==> src/rtl/alu_stream.sv <==
// Two-stage streaming ALU with valid/ready handshakes on both sides, an
// accumulator, a sticky error flag and a saturating completed-op counter.
module alu_stream #(
  parameter int unsigned WIDTH = 8,
  parameter int unsigned CNTW  = 16
) (
  input  logic             i_clk,
  input  logic             i_rstn,
  input  logic [WIDTH-1:0] i_arg0,
  input  logic [WIDTH-1:0] i_arg1,
  input  logic [2:0]       i_oper,
  input  logic             i_valid,
  output logic             o_ready,
  output logic             o_valid,
  input  logic             i_ready,
  output logic [WIDTH-1:0] o_result,
  output logic [3:0]       o_flag,
  output logic [WIDTH-1:0] o_acc,
  output logic             o_err_sticky,
  input  logic             i_clr_sticky,
  output logic [CNTW-1:0]  o_op_count
);

  localparam int unsigned MSB = WIDTH - 1;

  typedef enum logic [2:0] {
    OP_SUB   = 3'b000,
    OP_NAND  = 3'b001,
    OP_LONES = 3'b010,
    OP_OHDEC = 3'b011,
    OP_ADD   = 3'b100,
    OP_ACC   = 3'b101,
    OP_ACLR  = 3'b110,
    OP_RSV   = 3'b111
  } op_e;

  logic             s1_valid_q;
  logic [WIDTH-1:0] s1_a_q;
  logic [WIDTH-1:0] s1_b_q;
  op_e              s1_op_q;

  logic             s2_valid_q;
  logic [WIDTH-1:0] result_q;
  logic [3:0]       flag_q;
  logic [WIDTH-1:0] acc_q;
  logic             sticky_q;
  logic [CNTW-1:0]  count_q;

  logic             s1_adv;
  logic             in_hs;
  logic             out_hs;

  logic [WIDTH-1:0] sum_add;
  logic [WIDTH-1:0] sum_sub;
  logic [WIDTH-1:0] sum_acc;
  logic [WIDTH-1:0] lones;
  logic [WIDTH-1:0] oh_idx;
  logic             oh_ok;
  logic             run;

  logic [WIDTH-1:0] result_d;
  logic [3:0]       flag_d;
  logic [WIDTH-1:0] acc_d;
  logic             err_d;
  logic             ovf_d;

  // Handshake control: stage 1 drains whenever stage 2 is empty or emitting.
  assign out_hs  = s2_valid_q & i_ready;
  assign o_ready = ~s1_valid_q | ~s2_valid_q | i_ready;
  assign s1_adv  = s1_valid_q & (~s2_valid_q | i_ready);
  assign in_hs   = i_valid & o_ready;

  assign sum_add = s1_a_q + s1_b_q;
  assign sum_sub = s1_a_q - s1_b_q;
  assign sum_acc = acc_q + s1_a_q;

  // Leading-ones count from the MSB and one-hot decode of operand A.
  always_comb begin
    lones  = '0;
    oh_idx = '0;
    run    = 1'b1;
    for (int i = int'(WIDTH) - 1; i >= 0; i--) begin
      if (run && s1_a_q[i]) begin
        lones = lones + WIDTH'(1);
      end else begin
        run = 1'b0;
      end
      if (s1_a_q[i]) begin
        oh_idx = WIDTH'(i);
      end
    end
    oh_ok = (s1_a_q != '0) && ((s1_a_q & (s1_a_q - WIDTH'(1))) == '0);
  end

  // Stage-2 result, flags and accumulator next value.
  always_comb begin
    result_d = '0;
    err_d    = 1'b0;
    ovf_d    = 1'b0;
    acc_d    = acc_q;
    case (s1_op_q)
      OP_SUB: begin
        result_d = sum_sub;
        ovf_d    = (s1_a_q[MSB] != s1_b_q[MSB]) && (sum_sub[MSB] != s1_a_q[MSB]);
      end
      OP_NAND:  result_d = ~(s1_a_q & s1_b_q);
      OP_LONES: result_d = lones;
      OP_OHDEC: begin
        result_d = oh_ok ? oh_idx : '0;
        err_d    = ~oh_ok;
      end
      OP_ADD: begin
        result_d = sum_add;
        ovf_d    = (s1_a_q[MSB] == s1_b_q[MSB]) && (sum_add[MSB] != s1_a_q[MSB]);
      end
      OP_ACC: begin
        result_d = sum_acc;
        acc_d    = sum_acc;
        ovf_d    = (acc_q[MSB] == s1_a_q[MSB]) && (sum_acc[MSB] != acc_q[MSB]);
      end
      OP_ACLR: begin
        result_d = '0;
        acc_d    = '0;
      end
      default: err_d = 1'b1;
    endcase
    flag_d = {ovf_d,
              ~err_d & (result_d != '0) & ~result_d[MSB],
              ~err_d & result_d[MSB],
              err_d};
  end

  // Stage 1: operand capture.
  always_ff @(posedge i_clk or negedge i_rstn) begin
    if (!i_rstn) begin
      s1_valid_q <= 1'b0;
      s1_a_q     <= '0;
      s1_b_q     <= '0;
      s1_op_q    <= OP_SUB;
    end else begin
      if (o_ready) begin
        s1_valid_q <= i_valid;
      end
      if (in_hs) begin
        s1_a_q  <= i_arg0;
        s1_b_q  <= i_arg1;
        s1_op_q <= op_e'(i_oper);
      end
    end
  end

  // Stage 2: result register, accumulator, sticky error and op counter.
  always_ff @(posedge i_clk or negedge i_rstn) begin
    if (!i_rstn) begin
      s2_valid_q <= 1'b0;
      result_q   <= '0;
      flag_q     <= '0;
      acc_q      <= '0;
      sticky_q   <= 1'b0;
      count_q    <= '0;
    end else begin
      if (s1_adv) begin
        s2_valid_q <= 1'b1;
        result_q   <= result_d;
        flag_q     <= flag_d;
        acc_q      <= acc_d;
      end else if (out_hs) begin
        s2_valid_q <= 1'b0;
      end
      if (out_hs && flag_q[0]) begin
        sticky_q <= 1'b1;
      end else if (i_clr_sticky) begin
        sticky_q <= 1'b0;
      end
      if (out_hs && (count_q != '1)) begin
        count_q <= count_q + CNTW'(1);
      end
    end
  end

  assign o_valid      = s2_valid_q;
  assign o_result     = result_q;
  assign o_flag       = flag_q;
  assign o_acc        = acc_q;
  assign o_err_sticky = sticky_q;
  assign o_op_count   = count_q;

endmodule

==> config.mk <==
export PLATFORM = sky130hd
export DESIGN_NAME = alu_stream
export DESIGN_NICKNAME = d
export VERILOG_FILES = /design/src/rtl/alu_stream.sv
export SDC_FILE = /design/constraint.sdc
export NUM_CORES = 1
export LEC_CHECK = 0
export BUFFER_PORTS_ARGS = -buffer_cell sky130_fd_sc_hd__buf_2
export CAP_MARGIN = 0
export CORE_UTILIZATION = 35
export CTS_BUF_LIST = sky130_fd_sc_hd__clkbuf_4
export CTS_CLUSTER_DIAMETER = 120
export DETAILED_ROUTE_END_ITERATION = 7
export SLEW_MARGIN = 40
export SYNTH_ARGS = -nofsm -noshare
export SYNTH_HDL_FRONTEND = slang
export SYNTH_SLANG_ARGS = --single-unit
export TNS_END_PERCENT = 50
==> constraint.sdc <==
create_clock -name i_clk -period 5.89 [get_ports i_clk]
set_input_delay 0.589 -clock i_clk [delete_from_list [all_inputs] [get_ports i_clk]]
set_output_delay 0.589 -clock i_clk [all_outputs]
set_load 0.01 [all_outputs]
# Word-level counts from Yosys, hierarchy flattened
# Cells that the tools add are included.
# totals
out_inout_bits	39
register_bits	58
in_bits	24
word_cells	106
# op_classes
n_addsub	12
n_reduce_logical	22
n_eq_ne	13
n_bitwise	17
muxes	32
# ops
operator	n
two-way mux 8 bit	13
adder 8 x 1 -> 8 bit (second input constant)	6
case mux 8 bit (6 select lines)	1
adder 16 x 1 -> 16 bit (second input constant)	1
adder 8 bit	2
bitwise AND 8 bit	2
!= test 16 bit (second input constant)	1
case mux 8 bit (2 select lines)	1
nonzero test 8 bit	2
logical AND 1 bit	13
two-way mux 1 bit	12
equality test 3 bit (second input constant)	3
logical NOT 8 bit	1
inverter 8 bit	1
subtractor 8 x 1 -> 8 bit (second input constant)	1
subtractor 8 bit	1
bitwise AND 1 bit	6
equality test 3 x 2 -> 1 bit (second input constant)	2
two-way mux 3 bit	2
nonzero test 2 bit	3
OR reduction 6 bit	1
inverter 1 bit	5
!= test 1 bit	4
equality test 3 x 1 -> 1 bit (second input constant)	1
other kinds (8)	11

# Depth between registers and ports, before layout
# depth
ltp_word	19
mapped_depth	25
mapped_depth_nobuf	24

# Worst setup path before layout
# Ideal clock, no wire load.
# synth_path
kind	register to register
start	reg s1_a_q[5]
end	reg flag_q[2] (netlist: o_flag[2])
arrival_time_ns	4.426
stages_incl_launch_ff	26
t_required_ns	5.750
path_buffers	2
slack_ns	1.324
setup_ns	0.140
synth_period_minus_slack_ns	4.566
cell_sequence	dfrtp_1 -> buf_2 -> buf_1 -> o21ai_0 -> inv_1 -> ha_1 -> inv_1 -> a31oi_1 -> ha_1 -> mux2i_1 -> a31oi_1 -> ha_1 -> mux2_2 -> o211ai_1 -> inv_1 -> ha_1 -> nand2_1 -> o21ai_0 -> ha_1 -> nand2_1 -> xnor2_1 -> nand2_1 -> xnor2_1 -> a21o_1 -> nor4_1 -> a31oi_1
# synth_between
elab_chain_cells	16
word_cells_on_any_way	47
cone_classes	9 x add/sub; 20 x mux; 8 x bitwise; 10 x reduce/logical
# synth_lines
element	line	rtl
start: declaration	38	logic [WIDTH-1:0] s1_a_q;
start signal: assignment	145	s1_a_q <= i_arg0;
logical AND 1 bit	83	if (run && s1_a_q[i]) begin
two-way mux 8 bit / two-way mux 1 bit (equally long branches)	83	
adder 8 x 1 -> 8 bit / logical AND 1 bit (equally long branches)	84, 83	
two-way mux 8 bit / two-way mux 1 bit (equally long branches)	83	
adder 8 x 1 -> 8 bit / logical AND 1 bit (equally long branches)	84, 83	
two-way mux 8 bit / two-way mux 1 bit (equally long branches)	83	
adder 8 x 1 -> 8 bit / logical AND 1 bit (equally long branches)	84, 83	
two-way mux 8 bit / two-way mux 1 bit (equally long branches)	83	
adder 8 x 1 -> 8 bit / logical AND 1 bit (equally long branches)	84, 83	
two-way mux 8 bit / two-way mux 1 bit (equally long branches)	83	
adder 8 x 1 -> 8 bit / logical AND 1 bit (equally long branches)	84, 83	
two-way mux 8 bit	83	
case mux 8 bit (6 select lines)	101	case (s1_op_q)
nonzero test 8 bit	128	~err_d & (result_d != '0) & ~result_d[MSB],
bitwise AND 1 bit	128	
bitwise AND 1 bit (*)	128	
end signal: assignment	165	flag_q <= flag_d;
end: declaration	44	logic [3:0] flag_q;
# Mark *: on every way between the ends. The rest lies on a longest branch, timed or not.
# A chain may end at the register's enable or synchronous reset.

# Final worst setup path
# layout_path
start	reg s1_a_q[6]
end	reg flag_q[2] (netlist: o_flag[2])
# layout_between
elab_chain_cells	18
word_cells_on_any_way	52
cone_classes	10 x add/sub; 23 x mux; 8 x bitwise; 11 x reduce/logical
# layout_lines
element	line
logical AND 1 bit	83
two-way mux 2 bit / two-way mux 1 bit (equally long branches)	83
adder 8 x 1 -> 8 bit / logical AND 1 bit (equally long branches)	84, 83
two-way mux 8 bit / two-way mux 1 bit (equally long branches)	83
adder 8 x 1 -> 8 bit / logical AND 1 bit (equally long branches)	84, 83
two-way mux 8 bit / two-way mux 1 bit (equally long branches)	83
adder 8 x 1 -> 8 bit / logical AND 1 bit (equally long branches)	84, 83
two-way mux 8 bit / two-way mux 1 bit (equally long branches)	83
[2 not listed]	n/a
adder 8 x 1 -> 8 bit / logical AND 1 bit (equally long branches)	84, 83
two-way mux 8 bit / two-way mux 1 bit (equally long branches)	83
adder 8 x 1 -> 8 bit / logical AND 1 bit (equally long branches)	84, 83
two-way mux 8 bit	83
case mux 8 bit (6 select lines)	101
nonzero test 8 bit	128
bitwise AND 1 bit	128
bitwise AND 1 bit (*)	128
# Marks and branches as above.

==> flow_metrics.py <==
metrics = {
    "yosys": {
        "async_flop_share_pct": 100,
        "ys_ff_latch": 58,
        "yosys_warnings": 0,
        "syn_avg_cell_area_um2": 9.07,
        "synth_area_mm2": 0.00436,
        "ys_seq_area_share_pct": 33.3,
        "ys_types": 67,
        "synth_fp_nets": 536,
        "ys.flop_type": "dfrtp_1",
        "netlist_instances": 481,
        "synth_edf_count": 0,
    },
    "clock_tree": {
        "clock_latency_ps": 460,
        "clockRootBuffer": "clkbuf_4",
        "path_clk_slew_ps": 120,
        "cts_resized": 0,
        "cts_tree": "done",
        "clock-sinks": 58,
        "cts_setup_buffers": 0,
        "cts_hold_buf": 0,
        "clockBufferDepth": 2,
        "cts_buffers": 9,
        "htree_levels": 3,
    },
    "routing": {
        "drc": 0,
        "wl_um": 11400,
        "drt_iter0_drc": 249,
        "vias_per_cell": 5.37,
        "vias": 3811,
        "antenna_left": 0,
        "post_drt_wl_per_cell_um": 16.1,
        "first_pass_iters": 5,
    },
    "placement": {
        "port_buffers": 62,
        "hpwl_um": 8530,
        "gp_congestion": 0.997,
    },
    "grt": {
        "grt_util_all_layers_pct": 19.1,
        "grt_pass1_wl_um": 18700,
        "met3_usage_pct": 4.36,
        "grt_pass1_vias": 3650,
        "grt_max_degree": 59,
        "use_met2_pct": 30.4,
        "grtUsageMet1_pct": 24.3,
        "top_usage_layer": "met2",
        "antenna_found_initial": 0,
        "overflow": 0,
    },
    "floorplan": {
        "die-height_um": 114,
        "core_area_mm2": 0.0121,
        "core.rowCount": 40,
        "initial_core_util_pct": 36.2,
        "ios": 63,
        "die_width_um": 114,
        "fp.dieArea_mm2": 0.0129,
    },
    "sta": {
        "rsz0062_at_grt": "false",
        "drv_slew": 0,
        "setup_tns_ps": 0,
        "fin_skew_ps": 18.3,
        "hold_violations": 0,
        "fin_crit_sh_pct": 85.3,
        "post-route-min-period_ps": 5030,
        "worst_pin_slew_ps": 830,
        "setup_viol": 0,
        "fmax_mhz": 199,
        "max_slew_margin_pct": 44.6,
    },
    "power_and_ir_drop": {
        "peakVddDrop_mv": 0.164,
        "p_leak_nw": 2.28,
        "powerDensity_mw_per_mm2": 355,
    },
    "setup_path": {
        "cp.arrival_ps": 5360,
        "cp-end-kind": "register",
        "critPathKind": "reg -> reg",
        "startpoint_type": "register",
        "required_ps": 6220,
        "cp_max_fo": 17,
    },
    "outcome": {
        "status": "finished, final reports clean",
    },
    "run": {
        "drv_cap": 0,
    },
    "final_layout": {
        "syn_to_final_growth_pct": 13.6,
        "utilization_pct": 41.1,
        "drive_gt1_share_pct": 21.4,
        "fin_nets": 591,
    },
    "worst_hold_path": {
        "hold_class": "in -> async",
    },
}
logic make-up (layout without fill, tap and decap cells):
group	count (synthesis)	after routing	share of synthesized area, %
and+or+nand+nor	182	182	22.0
AOI/OAI and AO/OA	96	96	15.3
muxes	34	34	8.75
other	0	1	0
xor gates and xnor gates	32	32	6.43
DFF	58	58	33.3
adders and majority gates	32	32	9.64
buffers and inverters	47	107	4.56
per-layer routing:
metal	part of all wire [%]	wire, um
met3	6.3	718
met4	3.7	429
met5	0	0
met2	45	5190
met1	45	5120
flip-flops by register name, indices dropped and copies added, names as in the netlist:
name,count
s1_a_q,8
o_valid,1
s1_b_q,8
s1_op_q,3
s1_valid_q,1
o_result,8
o_acc,8
o_flag,4
o_err_sticky,1
o_op_count,16
layout make-up:
type | instances | area (um2)
tap | 168 | 210
timing repair buffer | 65 | 337
inverter | 26 | 97.6
antenna | 1 | 2.50
fill | 1228 | 7110
sequential | 58 | 1450
multi-input combinational | 376 | 2720
clock inverter | 7 | 70.1
clock buffer | 9 | 67.6
synthesized netlist by cell type (all sizes together), types with 7 or more instances:
| library cell | count | area share [%] |
|---|---|---|
| nor3 | 13 | 1.5 |
| mux2i | 10 | 2.3 |
| o21ai | 23 | 2.6 |
| inv | 26 | 2.2 |
| nand3 | 17 | 2.0 |
| nor2 | 27 | 2.3 |
| and2 | 7 | 1.0 |
| xnor2 | 24 | 4.8 |
| mux2 | 23 | 5.9 |
| clkbuf | 8 | 0.72 |
| dfrtp | 58 | 33 |
| buf | 13 | 1.6 |
| a21oi | 12 | 1.4 |
| ha | 28 | 8.0 |
| or3 | 7 | 1.0 |
| o211ai | 10 | 1.7 |
| nand4 | 9 | 1.3 |
| nor2b | 10 | 1.4 |
| nand2 | 53 | 4.6 |
| xor2 | 8 | 1.6 |
| nand2b | 14 | 2.0 |
critical path, cell delays in order, from the launching register on:
cell,delay [ps]
dfrtp_1,670
inv_1,70
o21ai_0,320
inv_1,80
ha_1,310
inv_1,50
a31oi_1,170
ha_1,280
mux2i_1,140
a31oi_1,110
ha_1,320
mux2_2,270
o211ai_1,280
inv_1,80
ha_1,350
nand2_1,70
o21ai_0,90
ha_1,230
nand2_1,90
xnor2_1,130
nand2_1,80
xnor2_1,160
a21o_1,190
nor4_1,210
a31oi_1,120
where the power goes:
group          internal, mW  switching, mW  leakage, nW
logic                 0.378          0.466         1.49
registers             0.492          0.130        0.721
clock network         0.128          0.167       0.0757
layout by cell type, fill, tap and decap left out, drive strengths merged, types with 5 or more instances in the layout:
| master | n |
|---|---|
| and2 | 7 |
| buf | 65 |
| o211ai | 10 |
| xor2 | 8 |
| inv | 26 |
| nor2 | 27 |
| nand3 | 17 |
| o21ai | 23 |
| xnor2 | 24 |
| or3 | 7 |
| clkbuf | 9 |
| nand4 | 9 |
| a31oi | 6 |
| dfrtp | 58 |
| nor3 | 13 |
| nor2b | 10 |
| mux2i | 10 |
| ha | 28 |
| a21o | 5 |
| nand2 | 53 |
| a21oi | 12 |
| nand2b | 14 |
| clkinv | 5 |
| mux2 | 23 |
metrics by stage:
step	instances	setup WS, ps	area (um2)	hold WS (ps)	total power [mW]
6_report	710	864	4960	185	1.76
2_1_floorplan	481	1320	4360	293	1.20
4_1_cts	709	869	4940	266	1.77
3_3_place_gp	693	1180	4800	456	1.45
3_5_place_dp	693	904	4810	462	1.47
5_1_grt	709	412	4950	226	1.90
final timing paths:
kind | startpoint | endpoint | slack (ps) | cells past startpoint
min in group i_clk | i_clr_sticky | o_err_sticky$_DFFE_PN0P_ | 300 | 2
worst max register to register | s1_a_q[6]$_DFFE_PN0P_ | o_flag[2]$_DFFE_PN0P_ | 860 | 24
worst min register to register | o_result[6]$_DFFE_PN0P_ | o_result[6]$_DFFE_PN0P_ | 480 | 2
worst max-delay path | s1_a_q[6]$_DFFE_PN0P_ | o_flag[2]$_DFFE_PN0P_ | 860 | 24
worst min-delay path | i_rstn | o_op_count[5]$_DFFE_PN0P_ | 180 | 2
max in group asynchronous | i_rstn | s1_op_q[2]$_DFFE_PN0P_ | 5310 | 2
(Power assumes the default switching activity.)
